## config.mk

```make
export PLATFORM = sky130hd
export DESIGN_NAME = cga_vram_arbiter
export DESIGN_NICKNAME = d
export VERILOG_FILES = /design/src/rtl/cga_vram_arbiter.sv
export SDC_FILE = /design/constraint.sdc
export NUM_CORES = 1
export LEC_CHECK = 0
export BUFFER_PORTS_ARGS = -buffer_cell sky130_fd_sc_hd__buf_2
export CAP_MARGIN = 20
export CORE_MARGIN = 4
export CORE_UTILIZATION = 39
export DETAILED_ROUTE_END_ITERATION = 6
export GPL_TIMING_DRIVEN = 0
export PLACE_DENSITY = 0.72
export SYNTH_ARGS = -nofsm -noshare
export SYNTH_HDL_FRONTEND = slang
export SYNTH_SLANG_ARGS = --single-unit
```

## constraint.sdc

```tcl
create_clock -name clk -period 7 [get_ports clk]
set_input_delay 1.05 -clock clk [delete_from_list [all_inputs] [get_ports clk]]
set_output_delay 1.05 -clock clk [all_outputs]
set_load 0.1 [all_outputs]
```

## src/rtl/cga_vram_arbiter.sv

```systemverilog
// Shares the CGA video RAM between display fetch and ISA CPU cycles in the B8000h window.
// Display always wins; CPU writes are posted through a 2-entry buffer, reads stall via bus_rdy.
module cga_vram_arbiter #(
    parameter logic [19:0] FRAMEBUFFER_ADDR = 20'hB8000,
    parameter int unsigned ACCESS_CYCLES    = 2,
    parameter bit          USE_BUS_WAIT     = 1'b1
) (
    input  logic        clk,
    input  logic        reset,
    input  logic [19:0] bus_a,
    input  logic [7:0]  bus_d,
    input  logic        bus_memr_l,
    input  logic        bus_memw_l,
    input  logic        bus_aen,
    input  logic        tandy_32k,
    input  logic        vram_read,
    input  logic        isa_op_enable,
    input  logic [18:0] disp_addr,
    input  logic [7:0]  ram_d,
    output logic [18:0] ram_a,
    output logic        ram_we_l,
    output logic [7:0]  ram_dout,
    output logic [7:0]  bus_out_mem,
    output logic        bus_mem_dir,
    output logic        bus_rdy,
    output logic        overflow
);

    localparam int unsigned AW = 19;
    localparam int unsigned DW = 8;
    localparam int unsigned CW = 2;

    typedef enum logic [1:0] {IDLE, WR_ACC, RD_ACC, DONE} state_t;

    state_t          state;
    logic [CW-1:0]   cnt;
    logic [1:0]      memr_sync, memw_sync;
    logic            memr_prev, memw_prev;
    logic            window, rd_req, wr_req, rd_accept;
    logic [AW-1:0]   cpu_addr;
    logic            grant, last, pop, full, empty;

    logic [AW-1:0]   fifo_addr [2];
    logic [DW-1:0]   fifo_data [2];
    logic            wptr, rptr;
    logic [1:0]      count;
    logic            hold_valid;
    logic [AW-1:0]   hold_addr;
    logic [DW-1:0]   hold_data;

    logic            push, hold_set, hold_push, drop;
    logic [AW-1:0]   push_addr;
    logic [DW-1:0]   push_data;

    logic            rd_pend;
    logic [AW-1:0]   rd_addr;
    logic            rdy_q;
    logic            cpu_phase;

    // Strobe synchronizers; idle-high reset value avoids a false edge out of reset
    always_ff @(posedge clk) begin
        if (reset) begin
            memr_sync <= 2'b11;
            memw_sync <= 2'b11;
            memr_prev <= 1'b1;
            memw_prev <= 1'b1;
        end else begin
            memr_sync <= {memr_sync[0], bus_memr_l};
            memw_sync <= {memw_sync[0], bus_memw_l};
            memr_prev <= memr_sync[1];
            memw_prev <= memw_sync[1];
        end
    end

    assign window    = ~bus_aen & (bus_a[19:15] == FRAMEBUFFER_ADDR[19:15]);
    assign cpu_addr  = {4'h0, tandy_32k & bus_a[14], bus_a[13:0]};
    assign rd_req    = memr_prev & ~memr_sync[1] & window;
    assign wr_req    = memw_prev & ~memw_sync[1] & window;
    assign rd_accept = rd_req & ~rd_pend & (state != DONE);

    assign grant = isa_op_enable & ~vram_read;
    assign last  = (cnt == CW'(ACCESS_CYCLES - 1));
    assign pop   = (state == WR_ACC) & grant & last;
    assign full  = (count == 2'd2);
    assign empty = (count == 2'd0);

    // A stalled write lands the clock after a pop; a fresh write may ride a same-clock pop
    always_comb begin
        push      = 1'b0;
        hold_set  = 1'b0;
        hold_push = 1'b0;
        drop      = 1'b0;
        push_addr = cpu_addr;
        push_data = bus_d;
        if (hold_valid) begin
            if (!full) begin
                push      = 1'b1;
                hold_push = 1'b1;
                push_addr = hold_addr;
                push_data = hold_data;
            end
        end else if (wr_req) begin
            if (!full || pop) begin
                push = 1'b1;
            end else if (USE_BUS_WAIT) begin
                hold_set = 1'b1;
            end else begin
                drop = 1'b1;
            end
        end
    end

    always_ff @(posedge clk) begin
        if (push) begin
            fifo_addr[wptr] <= push_addr;
            fifo_data[wptr] <= push_data;
        end
        if (hold_set) begin
            hold_addr <= cpu_addr;
            hold_data <= bus_d;
        end
    end

    always_ff @(posedge clk) begin
        if (reset) begin
            wptr       <= 1'b0;
            rptr       <= 1'b0;
            count      <= 2'd0;
            hold_valid <= 1'b0;
            overflow   <= 1'b0;
        end else begin
            if (push) wptr <= ~wptr;
            if (pop)  rptr <= ~rptr;
            count <= count + 2'(push) - 2'(pop);
            if (hold_set)       hold_valid <= 1'b1;
            else if (hold_push) hold_valid <= 1'b0;
            if (drop) overflow <= 1'b1;
        end
    end

    // Access sequencer: writes before reads so a read sees earlier posted writes
    always_ff @(posedge clk) begin
        if (reset) begin
            state       <= IDLE;
            cnt         <= '0;
            rd_pend     <= 1'b0;
            rd_addr     <= '0;
            bus_out_mem <= '0;
            rdy_q       <= 1'b1;
            bus_mem_dir <= 1'b0;
        end else begin
            bus_mem_dir <= ~memr_sync[1] & window;
            if (rd_accept) begin
                rd_pend <= 1'b1;
                rd_addr <= cpu_addr;
                rdy_q   <= 1'b0;
            end
            if (hold_set)       rdy_q <= 1'b0;
            else if (hold_push) rdy_q <= 1'b1;
            case (state)
                IDLE: begin
                    cnt <= '0;
                    if (grant && !empty)        state <= WR_ACC;
                    else if (grant && rd_pend)  state <= RD_ACC;
                end
                WR_ACC: begin
                    if (!grant || last) begin
                        state <= IDLE;
                        cnt   <= '0;
                    end else begin
                        cnt <= cnt + CW'(1);
                    end
                end
                RD_ACC: begin
                    if (!grant) begin
                        state <= IDLE;
                        cnt   <= '0;
                    end else if (last) begin
                        bus_out_mem <= ram_d;
                        rd_pend     <= 1'b0;
                        rdy_q       <= 1'b1;
                        cnt         <= '0;
                        state       <= DONE;
                    end else begin
                        cnt <= cnt + CW'(1);
                    end
                end
                DONE: begin
                    if (memr_sync[1]) state <= IDLE;
                end
                default: state <= IDLE;
            endcase
        end
    end

    // RAM port mux; an abort hands the port back to the display in the same clock
    assign cpu_phase = ((state == WR_ACC) || (state == RD_ACC)) & grant;

    always_comb begin
        ram_a    = disp_addr;
        ram_we_l = 1'b1;
        ram_dout = fifo_data[rptr];
        if (cpu_phase) begin
            ram_a    = (state == WR_ACC) ? fifo_addr[rptr] : rd_addr;
            ram_we_l = (state != WR_ACC);
        end
    end

    assign bus_rdy = USE_BUS_WAIT ? rdy_q : 1'b1;

endmodule

```

### After elaboration in Yosys (flattened, before gate mapping)

Memories as Yosys holds them, arrays and structs flattened. A register that Yosys moved wholly into a read port is not among the register bits.
Index checks and enable logic that the tools add are counted.
Widths: inputs -> output; s select.

| storage, ports and cells | value |
|---|---|
| bits in registers | 64 |
| latch bits | 0 |
| bits in writable memories | 46 |
| ROM bits | 0 |
| input port bits | 63 |
| output and inout port bits | 39 |
| logic and storage cells | 112 |
| memories kept | 2 |

| operators by class | value |
|---|---|
| add/subtract/negate cells | 3 |
| $mul | 0 |
| divide/modulo/power cells | 0 |
| magnitude comparators | 0 |
| equality and inequality tests | 12 |
| shift operators | 0 |
| muxes and demuxes | 44 |
| bitwise operators | 20 |
| reductions and logical operators | 14 |

Memories:

| memory | depth | bits a word | read ports | clocked after Yosys merged registers in | write ports | line | RTL |
|---|---|---|---|---|---|---|---|
| fifo_addr | 2 | 15 | 1 | 1 | 1 | 43 | `logic [AW-1:0] fifo_addr [2];` |
| fifo_data | 2 | 8 | 1 | 1 | 1 | 44 | `logic [DW-1:0] fifo_data [2];` |

Operator list:

| operator | number |
|---|---|
| $mux 19 | 2 |
| $mux 15 | 2 |
| $mux 1 | 27 |
| $mux 2 | 9 |
| $mux 8 | 2 |
| $and 1x1->1 | 13 |
| $pmux 2 s4 | 1 |
| $not 1->1 | 7 |
| $eq 2x2->1 const B | 3 |
| $ne 2x2->1 const B | 3 |
| $ne 3x3->1 const B | 2 |
| $pmux 2 s3 | 1 |
| $eq 5x5->1 const B | 1 |
| $eq 2x1->1 const B | 2 |
| $logic_not 2->1 | 2 |
| $reduce_and 4->1 | 1 |
| $logic_not 1->1 | 3 |
| $logic_or 1x1->1 | 3 |
| $reduce_and 3->1 | 1 |
| $reduce_bool 3->1 | 1 |
| $add 2x1->2 | 1 |
| $add 2x1->2 const B | 1 |
| $logic_and 1x1->1 | 2 |
| $ne 2x1->1 const B | 1 |
| 2 further kinds | 2 |

### Logic depth before layout (Yosys ltp)

Gate-level depths: netlist (run 1).

| depth | value |
|---|---|
| depth after elaboration | 12 |
| mapped depth | 11 |
| depth with buffers taken out | 11 |

### Worst setup path after synthesis (run 1)

No wires, ideal clock.

| path | value |
|---|---|
| kind | input to output |
| from | input vram_read |
| to | output ram_a[10] |
| arrival | 3.764 ns |
| required time | 5.950 ns |
| path slack | 2.186 ns |
| stages | 4 |
| path buffers | 1 |
| cells stage by stage | and2b_1 -> nand2_1 -> clkbuf_1 -> o21ai_0 |

| on the way | value |
|---|---|
| word-level cells in the longest chain between the ends | 4 |

Ends and longest elaborated chain:

| what | line | RTL |
|---|---|---|
| start, declared | 16 | `input logic vram_read,` |
| $not 1->1 | 81 | `assign grant = isa_op_enable & ~vram_read;` |
| $and 1x1->1 | 81 |  |
| $and 1x1->1 | 197 | `assign cpu_phase = ((state == WR_ACC) \|\| (state == RD_ACC)) & grant;` |
| $mux 19 | 203 | `if (cpu_phase) begin` |
| end, declared | 20 | `output logic [18:0] ram_a,` |

Every way passes these cells.

### Worst setup path after layout (run 1)

| path | value |
|---|---|
| from | input isa_op_enable |
| to | output ram_a[0] |

| on the way | value |
|---|---|
| word-level cells in the longest chain between the ends | 3 |

Ends and longest elaborated chain:

| what | line | RTL |
|---|---|---|
| start, declared | 17 | `input logic isa_op_enable,` |
| $and 1x1->1 | 81 |  |
| $and 1x1->1 | 197 |  |
| $mux 19 | 203 |  |

Every way passes these cells.

==> results of run 1 <==
power by group through the flow:
stage / logic [µW] / clock network, µW / registers (µW)
final: 390 / 504 / 707
after global routing: 420 / 540 / 708
after detailed placement: 389 / 0 / 721
after global placement: 385 / 0 / 721
after floorplan: 296 / 0 / 720
after CTS: 391 / 515 / 706
metal layers:
| metal | track usage, % | vias up | share of wire, % |
|---|---|---|---|
| met1 | 18.8 | 1552 | 44 |
| met3 | 4.08 | 6 | 7.2 |
| met5 | 0 | - | 0 |
| met4 | 3.59 | 0 | 0.81 |
| met2 | 25.9 | 129 | 48 |
| li1 | - | 1588 | - |
cell families after synthesis:
family	Yosys count	synth area share, %
AND/OR/NAND/NOR	116	12.0
flip-flops	111	62.2
multiplexers	61	13.9
AO/OA/AOI/OAI	54	6.31
buffers and inverters	29	2.75
adder cells (fa/ha/maj)	8	2.14
XOR/XNOR	3	0.562
other	1	0.0801
flip-flops by register name, indices dropped and copies added, names as in the netlist, 2 cells and up, named ones only:
register and flops:
fifo_data 16, bus_out_mem 8, cnt 2, fifo_addr 30, state 2, rd_addr 15
hold_data 8, hold_addr 15, memw_sync 2, count 2, memr_sync 2
worst paths after layout:
check / from / endpoint / cells past startpoint
max: isa_op_enable / ram_a[0] / 7
min: memr_sync[0] / memr_sync[1] / 1
max reg2reg: state[1] / hold_addr[10] / 7
min reg2reg: memr_sync[0] / memr_sync[1] / 1
through the flow:
step                      cell area, µm²  cells  setup WS (ns)  util, %
final                               5730    645           3.09     49.6
after global routing                5730    645           2.95     49.6
after global placement              5350    625           1.99     46.3
after floorplan                     4680    383           2.19        -
after detailed placement            5430    629           3.06     47.0
after CTS                           5730    645           3.05     49.6
layout by cell type, fill, tap and decap left out, types with 2 or more instances in the layout:
master and n:
buf_2 106, edfxtp_1 69, nand2_1 54, dfxtp_1 42, o21ai_0 32, mux2_2 31
mux2i_1 29, nor2_1 25, a21oi_1 14, clkbuf_1 11, inv_1 9, clkbuf_16 9
ha_1 8, or2_2 6, and2_1 5, nand4_1 3, inv_8 3, and2b_1 2
nor2b_1 2, nand2b_1 2, nand3_1 2, nor2_2 2, nor3_1 2, buf_6 2
xor2_1 2, nand3b_1 2, buf_8 2
worst reg2reg max path: cells and delay by family, from the launching register on:
| family | cells | cell delay, ns |
|---|---|---|
| flops | 1 | 0.39 |
| simple gates | 3 | 1.07 |
| fa+ha+maj | 1 | 0.28 |
| buf+inv | 3 | 0.49 |
layout make-up:
type	instances	area, µm²
well taps	143	179
repair buffers	103	564
flip-flops and latches	111	2910
multi-input cells	243	1650
fillers	1010	5830
inverters	9	33.8
plain buffers	20	95.1
clock buffers	9	225
clock inverters	7	72.6
==> reports/metrics.yaml, run 1 <==
synthCells: 383
cp_max_fo: 10
hold_viol_final: 0
yosysWarnings: 0
final.min_clock_period_ns: 3.91
cap_violations: 0
drc: 0
tightest_slew_ns: 0.734
yosysTopAreaCell: "edfxtp_1"
io_buffers: 99
p_clk_share_pct: 31.5
status: "complete, no violations"
cts_sinks: 111
cp_data_arrival_time_ns: 2.86
routabilityCongestion: 0.854
start_util_pct: 40.5
antenna_found_initial: 0
grt_overflow: 0
internal-power_uw: 1040
fin_nets: 568
die_h_um: 118
start_kind: "input pin"
n_antenna_cell: 0
die_area_mm2: 0.0138
clk_pin_slew_worst_paths_ns: 0.08
clockBufferDepth: 2
clk_root_buffer_cell: "clkbuf_16"
path_class: "in2out"
grt_pass1_vias: 3315
async_flop_share_pct: 0
setup_violations: 0
slew_violations: 0
first_pass_iters: 5
htree_levels: 3
ctsHoldBuffers: 0
ioPinCount: 102
combPwrFrac_pct: 24.4
yosysMostFrequentCell: "edfxtp_1"
cp_data_required_time_ns: 5.95
critPathMaxStageDelay_ns: 0.47
synth-main-ff-cell: "edfxtp_1"
synthesis.nets: 454
vias_per_cell: 5.08
grtUsageTotal_pct: 15.0
power.density_mw_per_mm2: 279
num_vias: 3275
slew_headroom_pct: 50.8
ir_drop_mv: 0.212
hpwl_um: 7620
p_seq_share_pct: 44.1
layout-drive-gt1-share_pct: 33.9
syn2layout_area_growth_pct: 22.5
fin_skew_ns: 0.00898
synth_area_mm2: 0.00468
max_freq_mhz: 255
rsz0062_at_grt: "no"
wl_um: 10600
r2r_slack_ns: 4.48
ys_ff_latch: 111
setup-tns-final_ns: 0
crit_slowest_cell: "buf_2"
yosysTopAreaCellShare_pct: 44.3
synth_common_cells: "edfxtp_1 (69), nand2_1 (54), dfxtp_1 (42)"
sw_frac_of_total_pct: 34.9
power.total_uw: 1600
critPathBufInv: 3
cp_top_family: "buffers and inverters"
clkLatencyLatePin_ns: 0.34
ctsResizeCount: 0
p_leak_uw: 0.00227
synthTopCellsByArea: "edfxtp_1 (44%), dfxtp_1 (18%), mux2_2 (7.5%), mux2i_1 (6.2%), nand2_1 (4.3%)"
synth_cell_types: 43
synth_edf_count: 69
end_kind: "primary output"
grt_pass1_wl_um: 16800
yosysSeqAreaShare_pct: 62.2
cp_cell_sequence: "buf_2 > and2b_1 > nand2_1 > clkbuf_1 > nand2_1 > o21ai_0 > buf_2"
p_sw_uw: 559
dr.first_iter.drc_count: 212
row_count: 39
grt_max_degree: 22
die_w_um: 118
core_area_mm2: 0.0116
post-route-period-util_pct: 55.9
wl_per_cell_um: 16.4
postCtsSetupBuffers: 0
hold_class: "reg2reg"
cts_buffers: 9
cts_tree: "done"
ant_nets: 0
whs_ns: 0.411
avgSynthCellArea_um2: 12.2
(Power assumes the default switching activity.)
==> inputs of run 2 (changes only) <==
Settings changed: PLACE_DENSITY 0.72 to 0.74.
Clock period 7 ns to 3.4 ns, I/O delays scaled along.
==> run 2 against run 1 <==
Against the previous run:
- combinational power up 110%
- clock skew down 0.0016 ns
- highest routed layer is now met5
- worst setup slack worse by 2.7 ns
- non-clock buffer count unchanged
- final cell count unchanged
- die area unchanged
- register-to-register slack worse by 3.6 ns
- critical path type is now reg2out
- critical path depth unchanged
==> reports/metrics.yaml, run 2 (synthesized netlist as in run 1, its figures left out) <==
status: "complete, no violations"
cap_violations: 0  # unchanged
largest_register_ffs: 30  # unchanged
p_seq_share_pct: 42.8  # -1.3 points
ioPinCount: 102  # unchanged
cp_data_arrival_time_ns: 2.48  # -0.38 ns
power.density_mw_per_mm2: 589  # +110%
wl_um: 10500  # -0.61%
wl_per_cell_um: 16.3  # -0.61%
row_count: 39  # unchanged
cp_cell_sequence: "inv_1 > ha_1 > nand2_1 > clkbuf_1 > nand2_1 > o21ai_1 > buf_2"
grt_pass1_vias: 3275  # -1.2%
crit_path_frequent_cell: "nand2_1"
antenna_found_initial: 1  # +1
regMostFlops: "fifo_addr"
crit_slowest_cell: "buf_2"
clkLatencyLatePin_ns: 0.34  # about the same
place_ws_ns: 0.670  # -2.39 ns
final.min_clock_period_ns: 2.99
ctsHoldBuffers: 0  # unchanged
power.total_uw: 3400  # +110%
hold_class: "in2reg"
setup_violations: 0  # unchanged
cts_buffers: 9  # unchanged
fin_skew_ns: 0.00742  # -0.00156 ns
die_w_um: 118  # unchanged
cp_max_fo: 10  # unchanged
p_leak_uw: 0.00229  # +0.68%
max_freq_mhz: 335
post-route-period-util_pct: 87.8
n_antenna_cell: 0  # unchanged
layout-drive-gt1-share_pct: 33.9  # unchanged
dr.first_iter.drc_count: 258  # +22%
start_util_pct: 40.5  # unchanged
htree_levels: 3  # unchanged
whs_ns: 0.340  # -0.0705 ns
vias_per_cell: 5.03  # -0.89%
end_kind: "primary output"
die_area_mm2: 0.0138  # unchanged
slew_violations: 0  # unchanged
fin_nets: 568  # unchanged
layout_common_cells: "buf_2 (106), edfxtp_1 (69), nand2_1 (54), dfxtp_1 (42), mux2_2 (31)"
tightest_slew_ns: 0.820  # +0.0852 ns
path_class: "reg2out"
internal-power_uw: 2280  # +120%
post-route-util_pct: 49.9  # +0.35 points
grt_overflow: 0  # unchanged
cp_data_required_time_ns: 2.89  # -3.06 ns
ctsResizeCount: 0  # unchanged
first_pass_iters: 4  # -1
cts_sinks: 111  # unchanged
num_vias: 3246  # -0.89%
ant_nets: 0  # unchanged
slew_headroom_pct: 45.1  # -5.7 points
combPwrFrac_pct: 23.9  # -0.5 points
die_h_um: 118  # unchanged
hold_viol_final: 0  # unchanged
grtUsageTotal_pct: 15.4  # +0.38 points
rsz0062_at_grt: "no"
fillers: 1031  # +2.1%
start_kind: "flop"
top_regs: "fifo_addr x30, fifo_data x16"
p_sw_uw: 1120  # +100%
grt_pass1_wl_um: 16800  # unchanged
postCtsSetupBuffers: 0  # unchanged
core_area_mm2: 0.0116  # unchanged
clk_pin_slew_worst_paths_ns: 0.07  # about the same
clockBufferDepth: 2  # unchanged
hpwl_um: 7640  # +0.25%
ir_drop_mv: 0.292  # +38%
sw_frac_of_total_pct: 33.0  # -2.0 points
syn2layout_area_growth_pct: 23.3
postLayoutSetupSlackWorst_ns: 0.414  # -2.67 ns
routabilityCongestion: 0.783  # -8.4%
io_buffers: 99  # unchanged
p_clk_share_pct: 33.3  # +1.8 points
clk_root_buffer_cell: "clkbuf_16"
cts_tree: "done"
critPathMaxStageDelay_ns: 0.45  # -0.02 ns
final_common_cell: "buf_2"
drc: 0  # unchanged
grt_max_degree: 20  # -9.1%
==> run 2: worst max-delay path: cells and delay by family, from the launching register on <==
family | cells | cell delay [ns]
DFF | 1 | 0.36
AOI/OAI and AO/OA | 1 | 0.11
buffers and inverters | 3 | 0.98
adders and majority gates | 1 | 0.32
and+or+nand+nor | 2 | 0.36
==> run 2: cell type report <==
type                    instances  area [µm²]  area share (%)
plain buffers                  20        95.1            1.65
clock buffers                   9         225            3.90
clock inverters                 7         100            1.73
inverters                       9        33.8           0.585
multi-input cells             243        1650            28.6
flip-flops and latches        111        2910            50.5
well taps                     143         179            3.10
repair buffers                103         577            10.0
==> run 2: final timing paths <==
kind,from,to,slack (ns),cells after the start
max reg2reg,state[1],count[1],0.90,11
min,bus_memr_l,memr_sync[0],0.34,2
max,state[0],ram_a[0],0.41,7
min reg2reg,memw_sync[0],memw_sync[1],0.41,1
==> run 2: layer usage <==
layer  vias to the layer above  share of wire, %  GRT usage [%]
met5                         -             0.067              0
met2                        96                50           26.6
li1                       1592                 -              -
met4                         2              0.68           4.69
met1                      1548                43           18.7
met3                         8               5.9           4.42
==> run 2: power groups by stage <==
stage          sequential (µW)  combinational [µW]  clock (µW)
2_1_floorplan             1480                 612           0
3_3_place_gp              1480                 794           0
3_5_place_dp              1480                 810           0
4_1_cts                   1450                 812        1160
5_1_grt                   1460                 875        1230
6_report                  1450                 812        1130
==> run 2: metrics by stage <==
stage	cells	area [µm²]	TNS [ns]
after floorplan	383	4680	-3.66
after global placement	625	5350	-28.23
after detailed placement	629	5450	0
after CTS	645	5770	0
after global routing	645	5770	0
final	645	5770	0
